--- src/rtl/up_down_counter_bounded_if.sv ---
// Signal bundle for up_down_counter_bounded: button/load controls in, count and status out.
// master drives the controls (board side); slave is the counter itself.

interface up_down_counter_bounded_if #(
  parameter int unsigned WIDTH  = 8,
  parameter int unsigned STEP_W = 4
);

  logic              enable_button;
  logic              up_down;
  logic [STEP_W-1:0] step;
  logic              load;
  logic [WIDTH-1:0]  load_value;
  logic [WIDTH-1:0]  init_value;
  logic [WIDTH-1:0]  count;
  logic              at_max;
  logic              at_min;
  logic              event_pulse;
  logic              limit_pulse;

  modport master (
    output enable_button,
    output up_down,
    output step,
    output load,
    output load_value,
    output init_value,
    input  count,
    input  at_max,
    input  at_min,
    input  event_pulse,
    input  limit_pulse
  );

  modport slave (
    input  enable_button,
    input  up_down,
    input  step,
    input  load,
    input  load_value,
    input  init_value,
    output count,
    output at_max,
    output at_min,
    output event_pulse,
    output limit_pulse
  );

endinterface

--- src/rtl/up_down_counter_bounded.sv ---
// Button-driven bounded up/down counter with variable step, wrap/saturate and synchronous load.
// Define UDC_DEBOUNCE_EN to add a DB_CYCLES stability filter on the synchronised button.

module up_down_counter_bounded #(
  parameter int unsigned WIDTH     = 8,
  parameter int unsigned MIN_VAL   = 0,
  parameter int unsigned MAX_VAL   = 255,
  parameter int unsigned STEP_W    = 4,
  parameter int unsigned WRAP      = 1,
  parameter int unsigned DB_CYCLES = 16
) (
  input logic                     clk,
  input logic                     reset,
  up_down_counter_bounded_if.slave bus
);

  // Wide enough that count + step or count + range never overflows natively.
  localparam int unsigned AW = WIDTH + STEP_W + 1;

  localparam logic [WIDTH-1:0] MinW   = WIDTH'(MIN_VAL);
  localparam logic [WIDTH-1:0] MaxW   = WIDTH'(MAX_VAL);
  localparam logic [AW-1:0]    MinA   = AW'(MIN_VAL);
  localparam logic [AW-1:0]    MaxA   = AW'(MAX_VAL);
  localparam logic [AW-1:0]    RangeA = AW'(MAX_VAL - MIN_VAL + 1);

  if (MIN_VAL >= MAX_VAL || DB_CYCLES == 0) begin : g_param_check
    $error("up_down_counter_bounded: need MIN_VAL < MAX_VAL and DB_CYCLES > 0");
  end

  function automatic logic [WIDTH-1:0] clamp(input logic [WIDTH-1:0] v);
    if (v < MinW) return MinW;
    if (v > MaxW) return MaxW;
    return v;
  endfunction

  logic             s1_q, s2_q;
  logic             filt;
  logic             prev_q;
  logic             press;
  logic [WIDTH-1:0] count_q;
  logic             event_q, limit_q;

  logic [AW-1:0]    cnt_a, step_a, sum_a, res_a;
  logic [WIDTH-1:0] step_count;
  logic             step_limit;

`ifdef UDC_DEBOUNCE_EN
  localparam int unsigned      DbW    = $clog2(DB_CYCLES + 1);
  localparam logic [DbW-1:0]   DbLast = DbW'(DB_CYCLES - 1);

  logic           filt_q;
  logic [DbW-1:0] db_cnt_q;

  // filt_q follows s2_q only after DB_CYCLES consecutive cycles of disagreement.
  always_ff @(posedge clk) begin
    if (reset) begin
      filt_q   <= 1'b0;
      db_cnt_q <= '0;
    end else if (s2_q == filt_q) begin
      db_cnt_q <= '0;
    end else if (db_cnt_q == DbLast) begin
      filt_q   <= s2_q;
      db_cnt_q <= '0;
    end else begin
      db_cnt_q <= db_cnt_q + DbW'(1);
    end
  end

  assign filt = filt_q;
`else
  assign filt = s2_q;
`endif

  assign press  = filt & ~prev_q;
  assign cnt_a  = AW'(count_q);
  assign step_a = AW'(bus.step);

  always_comb begin
    sum_a      = cnt_a + step_a;
    res_a      = sum_a;
    step_limit = 1'b0;
    if (bus.up_down) begin
      if (sum_a > MaxA) begin
        step_limit = 1'b1;
        res_a      = (WRAP != 0) ? sum_a - RangeA : MaxA;
      end
    end else begin
      res_a = cnt_a - step_a;
      if (cnt_a < MinA + step_a) begin
        step_limit = 1'b1;
        res_a      = (WRAP != 0) ? cnt_a + RangeA - step_a : MinA;
      end
    end
  end

  assign step_count = WIDTH'(res_a);

  // prev_q advances even on a load cycle, so a press coinciding with load is consumed.
  always_ff @(posedge clk) begin
    if (reset) begin
      s1_q    <= 1'b0;
      s2_q    <= 1'b0;
      prev_q  <= 1'b0;
      count_q <= clamp(bus.init_value);
      event_q <= 1'b0;
      limit_q <= 1'b0;
    end else begin
      s1_q    <= bus.enable_button;
      s2_q    <= s1_q;
      prev_q  <= filt;
      event_q <= 1'b0;
      limit_q <= 1'b0;
      if (bus.load) begin
        count_q <= clamp(bus.load_value);
      end else if (press) begin
        count_q <= step_count;
        event_q <= 1'b1;
        limit_q <= step_limit;
      end
    end
  end

  assign bus.count       = count_q;
  assign bus.at_max      = (count_q == MaxW);
  assign bus.at_min      = (count_q == MinW);
  assign bus.event_pulse = event_q;
  assign bus.limit_pulse = limit_q;

endmodule

--- src/flat_wrapper.sv ---
// flat-port wrapper written by rule: the top's interface ports become plain ports
module up_down_counter_bounded_flat 
#(
  parameter int unsigned WIDTH     = 8,
  parameter int unsigned MIN_VAL   = 0,
  parameter int unsigned MAX_VAL   = 255,
  parameter int unsigned STEP_W    = 4,
  parameter int unsigned WRAP      = 1,
  parameter int unsigned DB_CYCLES = 16
)
  (clk, reset, bus_enable_button, bus_up_down, bus_step, bus_load, bus_load_value, bus_init_value, bus_count, bus_at_max, bus_at_min, bus_event_pulse, bus_limit_pulse);
  up_down_counter_bounded_if #(.WIDTH(WIDTH), .STEP_W(STEP_W)) bus_i ();
  input logic clk;
  input logic reset;
  input wire logic [$bits(bus_i.enable_button)-1:0] bus_enable_button;
  input wire logic [$bits(bus_i.up_down)-1:0] bus_up_down;
  input wire logic [$bits(bus_i.step)-1:0] bus_step;
  input wire logic [$bits(bus_i.load)-1:0] bus_load;
  input wire logic [$bits(bus_i.load_value)-1:0] bus_load_value;
  input wire logic [$bits(bus_i.init_value)-1:0] bus_init_value;
  output wire logic [$bits(bus_i.count)-1:0] bus_count;
  output wire logic [$bits(bus_i.at_max)-1:0] bus_at_max;
  output wire logic [$bits(bus_i.at_min)-1:0] bus_at_min;
  output wire logic [$bits(bus_i.event_pulse)-1:0] bus_event_pulse;
  output wire logic [$bits(bus_i.limit_pulse)-1:0] bus_limit_pulse;
  assign bus_i.enable_button = bus_enable_button;
  assign bus_i.up_down = bus_up_down;
  assign bus_i.step = bus_step;
  assign bus_i.load = bus_load;
  assign bus_i.load_value = bus_load_value;
  assign bus_i.init_value = bus_init_value;
  assign bus_count = bus_i.count;
  assign bus_at_max = bus_i.at_max;
  assign bus_at_min = bus_i.at_min;
  assign bus_event_pulse = bus_i.event_pulse;
  assign bus_limit_pulse = bus_i.limit_pulse;
  up_down_counter_bounded #(.WIDTH(WIDTH), .MIN_VAL(MIN_VAL), .MAX_VAL(MAX_VAL), .STEP_W(STEP_W), .WRAP(WRAP), .DB_CYCLES(DB_CYCLES)) u_core (.clk(clk), .reset(reset), .bus(bus_i));
endmodule
--- config.mk ---
export PLATFORM = sky130hd
export DESIGN_NAME = up_down_counter_bounded_flat
export DESIGN_NICKNAME = d
export VERILOG_FILES = /design/src/rtl/up_down_counter_bounded_if.sv /design/src/rtl/up_down_counter_bounded.sv /design/src/flat_wrapper.sv
export SDC_FILE = /design/constraint.sdc
export NUM_CORES = 1
export LEC_CHECK = 0
export ABC_CLOCK_PERIOD_IN_PS = 3000
export CORE_MARGIN = 1
export CORE_UTILIZATION = 40
export DETAILED_ROUTE_END_ITERATION = 16
export PLACE_DENSITY = 0.76
export SLEW_MARGIN = 5
export SYNTH_ARGS = -nofsm -noshare
export SYNTH_HDL_FRONTEND = slang
export SYNTH_SLANG_ARGS = --single-unit
--- constraint.sdc ---
create_clock -name clk -period 3 [get_ports clk]
set_clock_uncertainty 0.15 [all_clocks]
set_input_delay 0.6 -clock clk [delete_from_list [all_inputs] [get_ports clk]]
set_output_delay 0.6 -clock clk [all_outputs]
set_load 0.05 [all_outputs]
==> qor.txt <==
result of the run -> completed
highest achievable clock rate -> 362 MHz
highest ir drop seen on vdd -> 0.344 mV
setup tns final -> 0 ps
ratio of final minimum period to clock period -> 0.920
Die Height -> 52.8 um
clock latency at the later pin of the worst-skew pair -> 280 ps
prevailing post-synth register cell -> sky130_fd_sc_hd__edfxtp_1
number of remaining DRC errors -> 0
required time worst endpoint -> 2880 ps
detailed-routing iteration count for the pre-antenna-repair pass -> 4
part of the Yosys area used for sequential elements -> 0.329
max incr delay on CP -> 420 ps
number of slew-limit violations in the final report -> 0
Finished Layout Cells -> 184
worst-path cell with the longest stage delay -> sky130_fd_sc_hd__clkdlybuf4s50_1
number of post-CTS setup repair buffers -> 0
synthesis-to-finish area growth -> 40.6%
number of enable-type register cells in the synthesized netlist -> 8
antenna violation net count after detailed routing -> 0
post-synthesis instance total -> 115
clock sinks -> 13
Worst-Margin Slew -> 552 ps
overall power -> 0.602 mW
fraction of synthesis flops using an asynchronous set or reset pin -> 0
remaining global-route overflow -> 0
pre-CTS setup slack -> -41.2 ps
final setup violation count -> 0
routed vias -> 989
syn_nets -> 150
drt initial violations -> 16
root cell of the clock tree -> sky130_fd_sc_hd__clkbuf_4
die span in x -> 52.8 um
area enclosed by the die boundary -> 0.00279 mm^2
number of antenna violations at the first check in global routing -> 0
first-pass GRT wire length -> 3770 um
final weighted congestion in routability-driven placement -> 0.849
largest net degree at the start of global routing -> 16
number of unique standard cell types used by synthesis -> 38
reported leakage power -> 0.591 nW
cell total after placement -> 180
critical path startpoint category -> input pin
fraction of final layout cells with drive strength greater than 1 -> 0.0844
number of nets in the layout -> 190
Placement Rows -> 18
maximum fanout along the worst path -> 2
core outline area -> 0.00245 mm^2
total of max-cap violations -> 0
final cell area excluding filler cells -> 0.00145 mm^2
# H-tree levels -> 1
overall fraction of global-route tracks in use -> 0.190
vias in the first global route -> 902
arrival time at the worst endpoint -> 2650 ps
n_diodes -> 0
reg-to-reg setup timing slack -> 500 ps
path type of the worst min-delay path -> flop to flop
unrepaired setup endpoints after global routing -> no
via count normalized by instance count -> 5.38
post-layout utilization of the core -> 0.592
Worst Setup End Kind -> flop
Hold Buf Count CTS -> 0
clock tree buffer depth -> 2
initial standard-cell utilization of the core -> 0.421
combined buffer and inverter count along the critical path -> 1
power density normalized to cell area -> 414 mW/mm^2
Worst path most repeated cell -> sky130_fd_sc_hd__o21ai_1
total wire length -> 2450 um
Warnings, synthesis -> 0
Placed Instance Area -> 0.00143 mm^2
clock slew at the register clock pins of the worst setup and hold paths -> 80 ps
number of buffers created by CTS -> 3
post-detailed-route wirelength per cell -> 13.3 um
TritonCTS clock tree -> done
I/O Buffers -> 36
count of final hold-check violations -> 0
worst path setup slack after routing -> 240 ps
netlist area before placement -> 0.00103 mm^2
PostCTS Resize Cnt -> 0
post-synthesis register bit count -> 13
cell family contributing the most delay on the critical path -> compound AO/OA/AOI/OAI gates
min Tclk post-route -> 2760 ps
cell breakdown of the critical path -> clkdlybuf4s50_1 > ha_1 > fa_1 > and2b_1 > o21ai_1 > a221oi_1 > xor2_1 > o21ai_1 > o21a_1
Worst Hold Slack -> 299 ps
io pins -> 37
type of the setup path with the least slack -> input pin to flop
mean area per synthesized cell -> 8.99 um^2
headroom to the max-slew limit -> 0.631
Detailed Place HPWL -> 2030 um
==> layer usage <==
layer	GRT usage	vias to the layer above	part of all wire
met1	0.222	453	0.43
met2	0.329	38	0.49
met5	0	-	0
met4	0.110	0	0.033
li1	-	489	-
met3	0.0232	9	0.047
==> power breakdown <==
group          leakage [nW]  switching, mW  internal [mW]  total (mW)
Clock                0.0150         0.0559         0.0516       0.108
Sequential            0.122         0.0237          0.210       0.234
Combinational         0.454          0.144          0.117       0.261
Total                 0.591          0.223          0.379       0.602
==> synthesized netlist by cell type, types with 4 or more instances <==
cell type | instances | area [um^2]
sky130_fd_sc_hd__inv_1 | 11 | 41.3
sky130_fd_sc_hd__nor2_1 | 5 | 18.8
sky130_fd_sc_hd__edfxtp_1 | 8 | 240
sky130_fd_sc_hd__a21oi_1 | 6 | 30.0
sky130_fd_sc_hd__o22ai_1 | 4 | 25.0
sky130_fd_sc_hd__o21ai_0 | 6 | 30.0
sky130_fd_sc_hd__ha_1 | 8 | 100
sky130_fd_sc_hd__nor3_1 | 8 | 40.0
sky130_fd_sc_hd__nor2b_1 | 5 | 31.3
sky130_fd_sc_hd__dfxtp_1 | 5 | 100
sky130_fd_sc_hd__mux2i_1 | 5 | 50.1
sky130_fd_sc_hd__nand2_1 | 10 | 37.5
==> worst paths after layout <==
check | from | end | cells after the start
worst max-delay path | bus_step[0] | u_core.bus.count[4]$_DFFE_PP_ | 9
worst min-delay path | u_core.s1_q$_SDFF_PP0_ | u_core.filt$_SDFF_PP0_ | 1
worst max register to register | u_core.bus.count[1]$_DFFE_PP_ | u_core.bus.count[4]$_DFFE_PP_ | 8
worst min register to register | u_core.s1_q$_SDFF_PP0_ | u_core.filt$_SDFF_PP0_ | 1
==> cells by family (layout without fill, tap and decap cells) <==
kind of cell / count (synthesis) / after routing / share of synthesized area
AOI/OAI and AO/OA: 25 / 25 / 0.148
buffers and inverters: 15 / 54 / 0.0690
adders and majority gates: 10 / 10 / 0.136
muxes: 7 / 7 / 0.0702
DFF: 13 / 13 / 0.329
xor gates and xnor gates: 3 / 3 / 0.0254
and+or+nand+nor: 42 / 42 / 0.223
==> cells in the final DEF, fill, tap and decap left out, drive strengths merged, types with 5 or more instances in the layout <==
| master | n |
|---|---|
| clkdlybuf4s50 | 35 |
| inv | 11 |
| nand2 | 10 |
| nor3 | 9 |
| ha | 8 |
| edfxtp | 8 |
| o21ai | 8 |
| a21oi | 7 |
| nor2 | 5 |
| nor2b | 5 |
| mux2i | 5 |
| dfxtp | 5 |
==> sequential cells by signal, summed over array words and instances, names as in the netlist <==
name	cells
u_core.filt	1
u_core.bus.event_pulse	1
u_core.s1_q	1
u_core.prev_q	1
u_core.bus.limit_pulse	1
u_core.bus.count	8
==> area by class of cell <==
class                      instances  area (um^2)
timing repair buffer              39          380
inverter                          11         41.3
fill                             227         1000
multi-input combinational         87          627
clock buffer                       4         26.3
tap                               30         37.5
sequential                        13          340
No activity file was read; power rests on OpenSTA's default activity.
